--- config.mk ---
export PLATFORM = sky130hd
export DESIGN_NAME = jk_excite_counter_flat
export DESIGN_NICKNAME = d
export VERILOG_FILES = /design/src/rtl/jk_excite_pkg.sv /design/src/rtl/jk_excite_counter_if.sv /design/src/rtl/jk_bank.sv /design/src/rtl/jk_excite_counter.sv /design/src/flat_wrapper.sv
export SDC_FILE = /design/constraint.sdc
export NUM_CORES = 1
export LEC_CHECK = 0
export ABC_AREA = 1
export BUFFER_PORTS_ARGS = -buffer_cell sky130_fd_sc_hd__buf_2
export CAP_MARGIN = 20
export CORE_MARGIN = 2
export CORE_UTILIZATION = 39
export DETAILED_ROUTE_END_ITERATION = 7
export GPL_ROUTABILITY_DRIVEN = 0
export GPL_TIMING_DRIVEN = 0
export PLACE_DENSITY = 0.72
export SYNTH_ARGS = -nofsm -noshare
export SYNTH_HDL_FRONTEND = slang
export SYNTH_SLANG_ARGS = --single-unit
--- constraint.sdc ---
create_clock -name clk -period 2.4 [get_ports clk]
set_input_delay 0 -clock clk [delete_from_list [all_inputs] [get_ports clk]]
set_output_delay 0 -clock clk [all_outputs]
set_load 0.005 [all_outputs]
--- src/rtl/jk_excite_pkg.sv ---
// ---------------------------------------------------------------------------
// jk_excite_pkg : FSM state type and JK excitation helper for jk_excite_counter
// Revision: 1.0
// ---------------------------------------------------------------------------
`default_nettype none

package jk_excite_pkg;

  typedef enum logic [1:0] {
    IDLE = 2'd0,
    RUN  = 2'd1,
    DONE = 2'd2
  } state_t;

  // Returns {J, K} that moves one JK cell from q to nxt; never yields 2'b11.
  function automatic logic [1:0] jk_excite(input logic q, input logic nxt);
    return {~q & nxt, q & ~nxt};
  endfunction

endpackage

`default_nettype wire

--- src/rtl/jk_excite_counter_if.sv ---
// ---------------------------------------------------------------------------
// jk_excite_counter_if : control, count and excitation bus of jk_excite_counter
// Revision: 1.0
// ---------------------------------------------------------------------------
`default_nettype none

interface jk_excite_counter_if #(
  parameter int WIDTH = 8
);

  logic             start;
  logic             stop;
  logic             en;
  logic             up;
  logic             oneshot;
  logic             load;
  logic [WIDTH-1:0] load_val;
  logic [WIDTH-1:0] mod_max;
  logic [WIDTH-1:0] q;
  logic [WIDTH-1:0] j_out;
  logic [WIDTH-1:0] k_out;
  logic             busy;
  logic             tc;
  logic             done;

  modport master (
    output start, stop, en, up, oneshot, load, load_val, mod_max,
    input  q, j_out, k_out, busy, tc, done
  );

  modport slave (
    input  start, stop, en, up, oneshot, load, load_val, mod_max,
    output q, j_out, k_out, busy, tc, done
  );

endinterface

`default_nettype wire

--- src/rtl/jk_bank.sv ---
// ---------------------------------------------------------------------------
// jk_bank : WIDTH independent JK storage cells, async active-low clear
// Revision: 1.0
// ---------------------------------------------------------------------------
`default_nettype none

module jk_bank #(
  parameter int WIDTH = 8
) (
  input  logic             clk,
  input  logic             reset,
  input  logic [WIDTH-1:0] j_i,
  input  logic [WIDTH-1:0] k_i,
  output logic [WIDTH-1:0] q_o
);

  for (genvar i = 0; i < WIDTH; i++) begin : g_cell
    logic cell_q;

    always_ff @(posedge clk or negedge reset) begin
      if (!reset) begin
        cell_q <= 1'b0;
      end else begin
        case ({j_i[i], k_i[i]})
          2'b00:   cell_q <= cell_q;
          2'b01:   cell_q <= 1'b0;
          2'b10:   cell_q <= 1'b1;
          default: cell_q <= ~cell_q;
        endcase
      end
    end

    assign q_o[i] = cell_q;
  end

endmodule

`default_nettype wire

--- src/rtl/jk_excite_counter.sv ---
// ---------------------------------------------------------------------------
// jk_excite_counter : modulo up/down counter built from a JK bank driven by
//                     computed J/K excitation, with start/stop/one-shot FSM
// Revision: 1.0
// ---------------------------------------------------------------------------
`default_nettype none

module jk_excite_counter
  import jk_excite_pkg::*;
#(
  parameter int WIDTH = 8
) (
  input  logic                clk,
  input  logic                reset,
  jk_excite_counter_if.slave  bus
);

  localparam logic [WIDTH-1:0] C_ONE = WIDTH'(1);

  state_t           state_q;
  state_t           state_d;
  logic [WIDTH-1:0] cnt_q;
  logic [WIDTH-1:0] cnt_d;
  logic [WIDTH-1:0] j_drv;
  logic [WIDTH-1:0] k_drv;
  logic             at_top;
  logic             at_zero;
  logic             counting;
  logic             wrap;
  logic             busy;
  logic             tc_q;
  logic             tc_d;
  logic             done_q;
  logic             done_d;

  assign at_top  = (cnt_q >= bus.mod_max);
  assign at_zero = (cnt_q == '0);

  // Load outranks both stop and counting, so a load cycle is never a wrap.
  assign counting = (state_q == RUN) & bus.en & ~bus.stop & ~bus.load;
  assign wrap     = counting & (bus.up ? at_top : at_zero);

  always_comb begin
    cnt_d = cnt_q;
    if (bus.load) begin
      cnt_d = bus.load_val;
    end else if (counting) begin
      if (bus.up) begin
        cnt_d = at_top ? '0 : cnt_q + C_ONE;
      end else begin
        cnt_d = at_zero ? bus.mod_max : cnt_q - C_ONE;
      end
    end
  end

  for (genvar i = 0; i < WIDTH; i++) begin : g_excite
    assign {j_drv[i], k_drv[i]} = jk_excite(cnt_q[i], cnt_d[i]);
  end

  jk_bank #(
    .WIDTH (WIDTH)
  ) u_bank (
    .clk   (clk),
    .reset (reset),
    .j_i   (j_drv),
    .k_i   (k_drv),
    .q_o   (cnt_q)
  );

  always_ff @(posedge clk or negedge reset) begin
    if (!reset) begin
      state_q <= IDLE;
      tc_q    <= 1'b0;
      done_q  <= 1'b0;
    end else begin
      state_q <= state_d;
      tc_q    <= tc_d;
      done_q  <= done_d;
    end
  end

  always_comb begin
    state_d = state_q;
    case (state_q)
      IDLE: if (bus.start) state_d = RUN;
      RUN: begin
        if (bus.stop) begin
          state_d = IDLE;
        end else if (wrap & bus.oneshot) begin
          state_d = DONE;
        end
      end
      DONE:    state_d = IDLE;
      default: state_d = IDLE;
    endcase
  end

  // done_q rises together with entry into DONE, so it spans exactly that cycle.
  always_comb begin
    busy   = (state_q == RUN);
    tc_d   = wrap;
    done_d = wrap & bus.oneshot;
  end

  assign bus.q     = cnt_q;
  assign bus.j_out = j_drv;
  assign bus.k_out = k_drv;
  assign bus.busy  = busy;
  assign bus.tc    = tc_q;
  assign bus.done  = done_q;

endmodule

`default_nettype wire

--- src/flat_wrapper.sv ---
// flat-port wrapper written by rule: the top's interface ports become plain ports
module jk_excite_counter_flat import jk_excite_pkg::*;
#(
  parameter int WIDTH = 8
)
  (clk, reset, bus_start, bus_stop, bus_en, bus_up, bus_oneshot, bus_load, bus_load_val, bus_mod_max, bus_q, bus_j_out, bus_k_out, bus_busy, bus_tc, bus_done);
  jk_excite_counter_if #(.WIDTH(WIDTH)) bus_i ();
  input  logic clk;
  input  logic reset;
  input wire logic [$bits(bus_i.start)-1:0] bus_start;
  input wire logic [$bits(bus_i.stop)-1:0] bus_stop;
  input wire logic [$bits(bus_i.en)-1:0] bus_en;
  input wire logic [$bits(bus_i.up)-1:0] bus_up;
  input wire logic [$bits(bus_i.oneshot)-1:0] bus_oneshot;
  input wire logic [$bits(bus_i.load)-1:0] bus_load;
  input wire logic [$bits(bus_i.load_val)-1:0] bus_load_val;
  input wire logic [$bits(bus_i.mod_max)-1:0] bus_mod_max;
  output wire logic [$bits(bus_i.q)-1:0] bus_q;
  output wire logic [$bits(bus_i.j_out)-1:0] bus_j_out;
  output wire logic [$bits(bus_i.k_out)-1:0] bus_k_out;
  output wire logic [$bits(bus_i.busy)-1:0] bus_busy;
  output wire logic [$bits(bus_i.tc)-1:0] bus_tc;
  output wire logic [$bits(bus_i.done)-1:0] bus_done;
  assign bus_i.start = bus_start;
  assign bus_i.stop = bus_stop;
  assign bus_i.en = bus_en;
  assign bus_i.up = bus_up;
  assign bus_i.oneshot = bus_oneshot;
  assign bus_i.load = bus_load;
  assign bus_i.load_val = bus_load_val;
  assign bus_i.mod_max = bus_mod_max;
  assign bus_q = bus_i.q;
  assign bus_j_out = bus_i.j_out;
  assign bus_k_out = bus_i.k_out;
  assign bus_busy = bus_i.busy;
  assign bus_tc = bus_i.tc;
  assign bus_done = bus_i.done;
  jk_excite_counter #(.WIDTH(WIDTH)) u_core (.clk(clk), .reset(reset), .bus(bus_i));
endmodule
==> results.cfg <==
[run_status]
status = finished, final reports clean

[yosys]
synth_nets = 319
ys_seq_elements = 12
synth_cell_types = 29
yosysWarningCount = 0
synthCells = 261
yosysSeqAreaShare_pct = 16.3
syn_avg_cell_area_um2 = 7.05
syn_area_um2 = 1840

[die]
die_w_um = 72.7
die_area_um2 = 5280
initial_utilization_pct = 41.4
die_y_um = 72.7
ios = 51
core-area_um2 = 4440
rows = 24

[clock_network]
htreeDepth = 1
cts_root_buf = clkbuf_8
cts_tree = built
path_clk_slew_ns = 0.06
clkSinkCount = 12
clkLatencyLatePin_ns = 0.25
cts_max_path_buffers = 2
cts_buffers = 3

[routing]
routedWlPerCell_um = 12.4
ant_nets = 0
drc_errors = 0
vias = 1909
viasPerCell = 5.15
drt_iter0_drc = 83
routed_wl_mm = 4.59
drtPass1Iterations = 4

[finish]
final_cell_mix = 52 x nand2_1, 49 x buf_2, 33 x ha_1
final_layout_size_suffix_gt1_share_pct = 31.3
nets = 378
final_common_cell = nand2_1
syn_to_final_growth_pct = 23.9
finalInstanceArea_um2 = 2280
diodes = 0

[timing]
fmax_mhz = 443
slew_headroom_pct = 71.2
rsz0062_at_grt = true
fin_ws_ns = 0.143
final.setup_skew_ns = 0.00837
period_share_pct = 94.1
maxSlewViolCount = 0
setup_violations = 0
period_minus_slack_ns = 2.26
worst_pin_slew_ns = 0.432
hold_violations = 0

[worst_setup_path]
critPathRequiredTime_ns = 2.40
worstSetupPathType = reg2out
endpoint_kind = output port
critPathLaunchType = flop
crit_fanout = 8
cp.arrival_ns = 2.26
rr_worst_depth = 13

[global_routing]
grt_max_degree = 13
grt_use_total_pct = 17.2
grt_pass1_wl_mm = 7.18
overflow = 0
grt_pass1_vias = 1644
antenna_found_initial = 0

[pwr]
power_switching_w = 0.00116
intPower_w = 0.00117
sw_frac_of_total_pct = 49.6
cellLeakagePower_nw = 1.31
vdd_ir_drop_max_mv = 0.595
p_comb_share_pct = 70.3
seqPwrFrac_pct = 19.6
pwr-share-clk_pct = 10.1
power_density_nw_per_um2 = 1020

[min_path]
holdPathStages = 4
hold_class = in2reg

[placed_design]
dpl.hpwl_mm = 3.56
placed_cell_area_um2 = 2140
dp_slack_ns = -0.168
io_buffers = 48

[job]
cap_violations = 0
[power by group through the flow]
stage | clock network, W | logic (W) | registers (W)
finish | 0.000235 | 0.00164 | 0.000458
detailed placement | 0 | 0.00154 | 0.000456
global route | 0.000244 | 0.00186 | 0.000475
CTS | 0.000241 | 0.00155 | 0.000459
global placement | 0 | 0.00149 | 0.000454
floorplan | 0 | 0.00117 | 0.000404
[area by class of cell]
class,instances,area [um2]
plain buffers,13,103
fillers,445,2170
multi-input cells,203,1330
inverters,33,130
repair buffers,54,290
clock buffers,4,55.1
well taps,52,65.1
flip-flops and latches,12,303
[timing repair]
action | CTS | global route
hold buffers | 2 | 0
buffers inserted | 0 | 4
setup endpoints to repair | 21 | 23
endpoints found under the hold margin | 13 | 0
pin swaps | 0 | 2
gates resized for setup | 3 | 10
[worst paths after layout]
check	start	end	slack, ns
worst max-delay path	u_core.u_bank.g_cell[7].cell_q	bus_k_out[2]	0.14
worst min-delay path	bus_stop	u_core.state_q[0]	0.05
worst max register to register	u_core.u_bank.g_cell[7].cell_q	u_core.u_bank.g_cell[6].cell_q	0.16
worst min register to register	u_core.state_q[0]	u_core.state_q[0]	0.52
max in group asynchronous	reset	u_core.u_bank.g_cell[0].cell_q	1.98
min in group asynchronous	reset	u_core.u_bank.g_cell[3].cell_q	0.17
[layer usage]
layer / GRT usage, % / up-vias / share of wire [%]
li1: - / 980 / -
met1: 23.9 / 874 / 48
met2: 27.5 / 49 / 46
met3: 2.21 / 6 / 4.5
met4: 5.97 / 0 / 0.83
met5: 0 / - / 0
[metrics by stage]
step	setup TNS [ns]	power (W)	hold WS, ns	utilization, %	std cells
after detailed placement	-0.830	0.00199	-0.0900	48.3	361
after global routing	-0.0172	0.00258	0.0691	51.3	371
after CTS	0	0.00225	0.0441	50.0	367
final	0	0.00233	0.0450	51.3	371
after global placement	-0.599	0.00194	-0.0905	48.3	361
after floorplan	0	0.00157	-0.296	-	261
[sequential cells by signal, summed over array words and instances (netlist names)]
name	count
u_core.bus.done	1
u_core.state_q	2
u_core.bus.tc	1
u_core.u_bank.g_cell.cell_q	8
[worst max-delay path: stages, from the launching register on]
cell	delay (ns)
dfrtp_1	0.47
ha_1	0.33
nand2_1	0.06
inv_1	0.03
nor2_1	0.08
o21a_1	0.17
nand2_1	0.10
nand2_4	0.15
nand3b_1	0.14
nand2_1	0.08
o21ai_1	0.08
ha_1	0.20
buf_2	0.12
[cell usage after synthesis (all sizes together)]
library cell | count | area share [%]
nand3 | 23 | 7.2
clkbuf | 1 | 0.20
nand2 | 58 | 13
nand3b | 3 | 1.9
xor2 | 2 | 0.95
o21ai | 12 | 3.3
buf | 12 | 5.4
clkinv | 1 | 0.27
nand4 | 6 | 2.0
nor3 | 9 | 3.1
a21oi | 31 | 9.0
nor2 | 24 | 7.1
inv | 32 | 6.5
ha | 34 | 23
o21a | 1 | 0.41
dfrtp | 12 | 16
[logic make-up (layout without fill, tap and decap cells)]
group / Yosys count / count (layout) / synth area share (%)
XOR/XNOR: 2 / 2 / 0.953
AND/OR/NAND/NOR: 123 / 123 / 34.5
adder cells (fa/ha/maj): 34 / 34 / 23.1
buffers and inverters: 46 / 104 / 12.4
AO/OA/AOI/OAI: 44 / 44 / 12.7
flip-flops: 12 / 12 / 16.3
(Power assumes the default switching activity.)
